<file path="src/rtl/io_pkg.sv">
// Shared types and helpers for the console IO bus arbiter.
package io_pkg;

    localparam int CON_W     = 2;
    localparam int NCON      = 4;
    localparam int IO_ADDR_W = 19;

    typedef enum logic [1:0] {
        ST_IDLE,
        ST_XFER,
        ST_ACK
    } state_t;

    // The console index becomes address[17:16], so each console sees its own register bank.
    function automatic logic [IO_ADDR_W-1:0] con_bank_addr(input logic [CON_W-1:0] idx,
                                                           input logic [15:0]      addr16);
        return {1'b0, idx, addr16};
    endfunction

endpackage

</file>
<file path="src/rtl/rr_pick4.sv">
// Combinational 4-way rotate-priority picker: first set req at or after base, with an
// optional override index that wins whenever its request is set.
module rr_pick4
    import io_pkg::*;
(
    input  logic [NCON-1:0]  req,
    input  logic [CON_W-1:0] base,
    input  logic             mask_en,
    input  logic [CON_W-1:0] mask_idx,
    output logic             valid,
    output logic [CON_W-1:0] idx
);

    logic             found;
    logic [CON_W-1:0] cand;

    always_comb begin
        valid = |req;
        idx   = base;
        found = 1'b0;
        cand  = base;
        for (int k = 0; k < NCON; k++) begin
            cand = base + k[CON_W-1:0];
            if (!found && req[cand]) begin
                idx   = cand;
                found = 1'b1;
            end
        end
        if (mask_en && req[mask_idx]) begin
            idx = mask_idx;
        end
    end

endmodule

</file>
<file path="src/rtl/io_bus_arbiter.sv">
// Round-robin arbiter sharing the IO subsystem between four consoles, plus the
// visible/active console registers. Define IOARB_ACTIVE_PRIO_EN to give the active console priority.
module io_bus_arbiter
    import io_pkg::*;
#(
    parameter int NREQ = 4
) (
    input  logic                 clk,
    input  logic                 reset,
    input  logic [NREQ-1:0]      req,
    input  logic [16*NREQ-1:0]   req_addr,
    input  logic [NREQ-1:0]      req_we,
    input  logic [8*NREQ-1:0]    req_wdata,
    output logic [NREQ-1:0]      ack,
    output logic [7:0]           rdata,
    output logic [IO_ADDR_W-1:0] io_address,
    output logic [7:0]           io_din,
    output logic                 io_we,
    input  logic [7:0]           io_dout,
    input  logic                 console_next,
    input  logic                 console_take,
    output logic [CON_W-1:0]     visible,
    output logic [CON_W-1:0]     active
);

    state_t               state_q;
    logic [CON_W-1:0]     rr_q;
    logic [CON_W-1:0]     idx_q;
    logic                 prio_q;
    logic [NREQ-1:0]      ack_q;
    logic [7:0]           rdata_q;
    logic [IO_ADDR_W-1:0] io_address_q;
    logic [7:0]           io_din_q;
    logic                 io_we_q;
    logic [CON_W-1:0]     visible_q;
    logic [CON_W-1:0]     active_q;

    logic                 prio_en;
    logic                 prio_hit;
    logic                 pick_vld;
    logic [CON_W-1:0]     pick_idx;

`ifdef IOARB_ACTIVE_PRIO_EN
    assign prio_en = 1'b1;
`else
    assign prio_en = 1'b0;
`endif

    // A priority grant leaves rr untouched so the others keep their rotation.
    assign prio_hit = prio_en & req[active_q];

    rr_pick4 u_pick (
        .req      (req),
        .base     (rr_q),
        .mask_en  (prio_en),
        .mask_idx (active_q),
        .valid    (pick_vld),
        .idx      (pick_idx)
    );

    always_ff @(posedge clk or posedge reset) begin
        if (reset) begin
            state_q      <= ST_IDLE;
            rr_q         <= '0;
            idx_q        <= '0;
            prio_q       <= 1'b0;
            ack_q        <= '0;
            rdata_q      <= '0;
            io_address_q <= '0;
            io_din_q     <= '0;
            io_we_q      <= 1'b0;
        end else begin
            ack_q   <= '0;
            io_we_q <= 1'b0;
            case (state_q)
                ST_IDLE: begin
                    if (pick_vld) begin
                        idx_q        <= pick_idx;
                        prio_q       <= prio_hit;
                        io_address_q <= con_bank_addr(pick_idx, req_addr[{pick_idx, 4'b0000} +: 16]);
                        io_din_q     <= req_wdata[{pick_idx, 3'b000} +: 8];
                        io_we_q      <= req_we[pick_idx];
                        state_q      <= ST_XFER;
                    end
                end
                ST_XFER: begin
                    rdata_q      <= io_dout;
                    ack_q[idx_q] <= 1'b1;
                    state_q      <= ST_ACK;
                end
                ST_ACK: begin
                    if (!prio_q) begin
                        rr_q <= idx_q + 2'd1;
                    end
                    state_q <= ST_IDLE;
                end
                default: state_q <= ST_IDLE;
            endcase
        end
    end

    // Take samples the pre-increment visible when both pulses coincide.
    always_ff @(posedge clk or posedge reset) begin
        if (reset) begin
            visible_q <= '0;
            active_q  <= '0;
        end else begin
            if (console_take) begin
                active_q <= visible_q;
            end
            if (console_next) begin
                visible_q <= visible_q + 2'd1;
            end
        end
    end

    assign ack        = ack_q;
    assign rdata      = rdata_q;
    assign io_address = io_address_q;
    assign io_din     = io_din_q;
    assign io_we      = io_we_q;
    assign visible    = visible_q;
    assign active     = active_q;

endmodule

</file>
<file path="config.mk">
export PLATFORM = sky130hd
export DESIGN_NAME = io_bus_arbiter
export DESIGN_NICKNAME = d
export VERILOG_FILES = /design/src/rtl/io_pkg.sv /design/src/rtl/rr_pick4.sv /design/src/rtl/io_bus_arbiter.sv
export SDC_FILE = /design/constraint.sdc
export NUM_CORES = 1
export LEC_CHECK = 0
export ABC_CLOCK_PERIOD_IN_PS = 2100
export CORE_MARGIN = 3
export CORE_UTILIZATION = 35
export DETAILED_ROUTE_END_ITERATION = 8
export GPL_TIMING_DRIVEN = 0
export PLACE_DENSITY = 0.76
export RECOVER_POWER = 100
export SYNTH_ARGS = -nofsm -noshare
export SYNTH_HDL_FRONTEND = slang
export SYNTH_SLANG_ARGS = --single-unit
</file>
<file path="constraint.sdc">
create_clock -name clk -period 2.1 [get_ports clk]
set_clock_uncertainty 0.2 [all_clocks]
set_input_delay 0.42 -clock clk [delete_from_list [all_inputs] [get_ports clk]]
set_output_delay 0.42 -clock clk [all_outputs]
set_load 0.03 [all_outputs]
</file>
## After elaboration in Yosys (flattened, before gate mapping)

Cells that the tools add are included.

| word-level totals | value |
|---|---|
| bits in registers | 49 |
| output and inout port bits | 44 |

| operators by class | value |
|---|---|
| add/sub/neg operators | 5 |
| $lt $le $gt $ge | 7 |
| equality and inequality tests | 3 |
| shift operators | 2 |
| muxes and demuxes | 23 |
| reduce and logical (&&, ||, !) cells | 10 |

Operator list:

| kind | count |
|---|---|
| variable part select 64 x 7 -> 16 bit | 1 |
| variable part select 32 x 6 -> 8 bit | 1 |
| < comparator 2 x 3 -> 1 bit (second input constant) | 6 |
| two-way mux 1 bit | 11 |
| binary-select mux 1 bit (select 2 bit) | 5 |
| two-way mux 2 bit | 4 |
| adder 2 x 1 -> 2 bit (second input constant) | 3 |
| adder 2 bit (second input constant) | 2 |
| logical AND 1 bit | 4 |
| two-way mux 4 bit | 1 |
| one-hot mux 2 bit (2 select lines) | 1 |
| OR reduction 4 bit | 1 |
| logical NOT 1 bit | 3 |
| demux 1 bit (select 2 bit) | 1 |
| == test 2 x 1 -> 1 bit (second input constant) | 1 |
| == test 2 bit (second input constant) | 1 |
| greater-or-equal comparator 2 x 1 -> 1 bit (second input constant) | 1 |
| logical NOT 2 bit | 1 |
| inequality test 2 bit (second input constant) | 1 |
| AND reduction 2 bit | 1 |

## Longest topological paths before layout

| logic depth | value |
|---|---|
| depth in word-level cells | 16 |
| mapped depth | 7 |

## By module

A second synthesis with hierarchy kept.

| second synthesis, totals | value |
|---|---|
| cells, all modules | 162 |
| area total of the unflattened synthesis | 2643.8 um^2 |

Modules (own cells, without submodules):

| module | times used | cells each | area each (um^2) | seq. area each (um^2) |
|---|---|---|---|---|
| io_bus_arbiter | 1 | 140 | 2492.4 | 1176.1 |
| rr_pick4 | 1 | 22 | 151.4 | 0.0 |

## Worst setup path before layout

Ideal clock, no wire load.

| path | value |
|---|---|
| path type | input -> register |
| start | input req[0] |
| end | register io_din_q[7], in the netlist io_din[7] |
| setup time | 0.129 ns |
| arrival | 1.678 ns |
| data required time | 1.771 ns |
| slack | 0.093 ns |
| stages | 7 |
| path buffers | 2 |
| cell sequence | nor2b_1 o21bai_1 nand3_1 buf_2 buf_6 a211oi_1 a211oi_1 |

| on the way | value |
|---|---|
| cells in the longest elaborated chain, start to end | 13 |
| elaborated cells between the ends (all ways) | 23 |
| those cells by class | shift (1); mux (14); reduce/logical (8) |

RTL lines:

| item | line | RTL |
|---|---|---|
| start: declaration | io_bus_arbiter.sv:10 | `input logic [NREQ-1:0] req,` |
| binary-select mux 1 bit (select 2 bit) | rr_pick4.sv:24 | `if (!found && req[cand]) begin` |
| two-way mux 1 bit (not written as such) | rr_pick4.sv:24 |  |
| two-way mux 1 bit | rr_pick4.sv:24 |  |
| logical NOT 1 bit | rr_pick4.sv:24 |  |
| logical AND 1 bit | rr_pick4.sv:24 |  |
| two-way mux 1 bit | rr_pick4.sv:24 |  |
| logical NOT 1 bit | rr_pick4.sv:24 |  |
| logical AND 1 bit | rr_pick4.sv:24 |  |
| two-way mux 1 bit | rr_pick4.sv:24 |  |
| logical NOT 1 bit | rr_pick4.sv:24 |  |
| logical AND 1 bit | rr_pick4.sv:24 |  |
| two-way mux 2 bit | rr_pick4.sv:24 |  |
| variable part select 32 x 6 -> 8 bit | io_bus_arbiter.sv:81 | `io_din_q <= req_wdata[{pick_idx, 3'b000} +: 8];` |
| end signal: assignment | io_bus_arbiter.sv:81 |  |
| end: declaration | io_bus_arbiter.sv:33 | `logic [7:0] io_din_q;` |

Several ways; a longest one is shown, not always the timed one. The select of a mux whose other input is x is not followed.
A chain may end at the register's enable or synchronous reset.

## Worst setup path after layout

| path | value |
|---|---|
| start | register rr_q[1] |
| end | register io_din_q[2], in the netlist io_din[2] |

| on the way | value |
|---|---|
| cells in the longest elaborated chain, start to end | 13 |
| elaborated cells between the ends (all ways) | 24 |
| those cells by class | add/sub (3); shift (1); mux (14); reduce/logical (6) |

RTL lines:

| item | line | RTL |
|---|---|---|
| start: declaration | io_bus_arbiter.sv:27 | `logic [CON_W-1:0] rr_q;` |
| start signal: assignment | io_bus_arbiter.sv:93 | `rr_q <= idx_q + 2'd1;` |
| parallel branches: the longest is 11 deep, another holds adder 2 x 1 -> 2 bit | n/a |  |
| two-way mux 2 bit (*) | rr_pick4.sv:24 |  |
| variable part select 32 x 6 -> 8 bit (*) | io_bus_arbiter.sv:81 |  |

Mark *: on every way between the ends. The select of a mux whose other input is x is not followed.

==> metrics.csv <==
metric;value;unit
finalSetupViolations;0;
hold_path.class;flop to flop;
endpoint;io_din[2];
drt_iter0_drc;67;
avgSynthCellArea;11.3;um^2
relSlewSlack;0.515;
r2r_slack;70;ps
layout-drive-gt1-share;0.231;
cts_buffer_depth;2;
whs;297;ps
synth_seq_cells;47;
drt_first_pass_iters;4;
min_period;2030;ps
place_congestion;0.741;
fin_ws;70.2;ps
postCtsHoldBufs;0;
first_global_vias;2884;
place_ws;-900;ps
rows;31;
ys_types;32;
wl;9010;um
cts-root-buf;clkbuf_8;
r2r-end;io_din[2];
dieArea;9000;um^2
cts-buffers-inserted;5;
dieHeight;94.9;um
p_leak;1.93;nW
vdd_drop_max;0.692;mV
min_period_over_period;0.967;
cts_sinks;47;
cp.required;2080;ps
cp.arrival;2010;ps
die_w;94.9;um
seq_area;1180;um^2
nNetsFinal;539;
crit_path_start;rr_q[1];
syn_to_final_growth;74.2;%
path_clk_slew;100;ps
final_cells;519;
drv_slew;0;
via_per_inst;5.19;
grt_pass1_wl;14100;um
num_antenna_cells;0;
holdCritStartpoint;visible[1];
p_sw;2.94;mW
core_area;7450;um^2
pin_count;160;
cts_max_level;2;
multi_input_area;1590;um^2
crit_path_end_kind;flop;
overflow;0;
fmax;493;MHz
hold_viol_final;0;
synthCells;244;
synth_area;2760;um^2
fillCellCount;644;
power_density;1360;nW/um^2
vias;2692;
status;completed;
grt_usage;0.203;
mostFrequentLayoutCell;clkdlybuf4s50_1;
worstSetupPathType;flop to flop;
ant_nets;0;
ys_seq_area_frac;0.426;
p_sw_frac;0.450;
start_kind;flop;
r2r-start;rr_q[1];
worst_slew_pin_slew;726;ps
ys.warnings.count;0;
grt_max_degree;31;
place_hpwl;6910;um
dp.cells;502;
rr_worst_depth;6;
rsz0062_at_grt;yes;
wl_per_cell;17.4;um
max-cap-violations;0;
p_int;3.60;mW
cts_tree;yes;
antenna_found_initial;0;
p_comb_frac;0.647;
p_seq_frac;0.245;
synth_top_cell_by_area;dfrtp_1;
clock_latency;310;ps
most-common-layout-cells;clkdlybuf4s50_1 (126), dfrtp_1 (46), a211oi_2 (34), mux2i_1 (26), dlygate4sd3_1 (26);
drc;0;
critPathMaxFanout;6;
clkPwrFrac;0.108;
synth_area_leaders;dfrtp_1 (43%), a211oi_2 (13%), mux2i_1 (9.4%), and4_1 (7.6%), a211oi_1 (5.4%);
synthesis.nets;364;
initial_core_util;0.371;
io_buffers;158;
yosys.area.top_type_share;0.426;
[worst min-delay path by stage]
stage	end	slack, ps	cells after the start
6_report	visible[1]	300	1
5_1_grt	rdata[4]	340	1
4_1_cts	io_din[3]	250	2
3_5_place_dp	visible[1]	290	1
3_3_place_gp	visible[1]	290	1
2_1_floorplan	rr_q[0]	270	2
[routing by layer]
metal  wire length [um]  global-route usage  vias up
li1                   -                   -     1271
met1               3650               0.246     1307
met2               4540               0.357      108
met3                746              0.0550        6
met4                 80              0.0505        0
met5                  0                   0        -
[worst max-delay path, cell delays in order (launching register included)]
cell and delay [ps]:
dfrtp_2 460, and3b_1 220, a2111oi_4 380, o21ai_4 130
clkbuf_2 170, a211oi_1 270, a211oi_2 80
[metrics by stage]
stage | area [um^2] | setup TNS, ps | utilization | total power [mW]
after floorplan | 2760 | 0 | - | 4.13
after global placement | 4470 | -50740 | 0.600 | 5.55
after detailed placement | 4490 | -21760 | 0.603 | 5.64
after CTS | 4790 | 0 | 0.644 | 6.63
after global routing | 4810 | -156 | 0.646 | 6.99
final | 4810 | 0 | 0.646 | 6.54
[power by group through the flow]
stage               sequential, mW  combinational (mW)  clock (mW)
floorplan                     2.39                1.75           0
global placement              1.61                3.94           0
detailed placement            1.63                4.01           0
CTS                           1.62                4.29       0.718
global route                  1.67                4.56       0.761
finish                        1.60                4.23       0.703
[synthesized netlist by cell type]
cell type	instances
o22ai_1	1
dfrtp_1	47
xor2_1	1
o21a_1	1
nand2_1	3
xnor2_1	1
conb_1	1
clkbuf_1	11
a2111oi_4	1
nor2_1	26
and4_1	24
and2_1	5
o21ai_0	3
inv_1	4
nor2b_1	4
o21ai_1	3
buf_2	6
a21boi_0	1
buf_6	3
nand3_1	1
buf_4	1
and3b_1	1
mux2i_1	26
nor3_1	2
mux2_2	11
nand2b_1	1
nand4_1	1
ha_1	4
nor4_1	1
o21bai_1	1
a211oi_1	20
a211oi_2	28
[repair_timing]
action                                 4_1_cts  5_1_grt
cloned                                       0        0
setup buffers                                6        4
endpoints found under the hold margin        0        0
pin swaps                                    5        5
setup endpoints to repair                   27       23
gates resized for setup                     43       23
[final cells by class]
cell class,instances,area share
buffer,20,0.0325
tap,99,0.0257
clock inverter,3,0.00988
inverter,4,0.00312
timing repair buffer,169,0.340
multi-input combinational,172,0.330
clock buffer,5,0.0143
sequential,47,0.245
[registers in the layout, summed over array words and instances, names as in the netlist]
name        cells
ack             4
active          2
idx_q           2
io_address     16
io_din          8
io_we           1
rdata           8
rr_q            2
state_q         2
visible         2
[cell families (layout without fill, tap and decap cells)]
| family | count (synthesis) | count (layout) | share of synthesized area |
|---|---|---|---|
| buffers and inverters | 25 | 201 | 0.0462 |
| muxes | 37 | 37 | 0.139 |
| AOI/OAI and AO/OA | 59 | 59 | 0.212 |
| other | 1 | 1 | 0.00136 |
| xor gates and xnor gates | 2 | 2 | 0.00634 |
| DFF | 47 | 47 | 0.426 |
| adders and majority gates | 4 | 4 | 0.0181 |
| and+or+nand+nor | 69 | 69 | 0.151 |
Power figures use the tool's default switching activity.
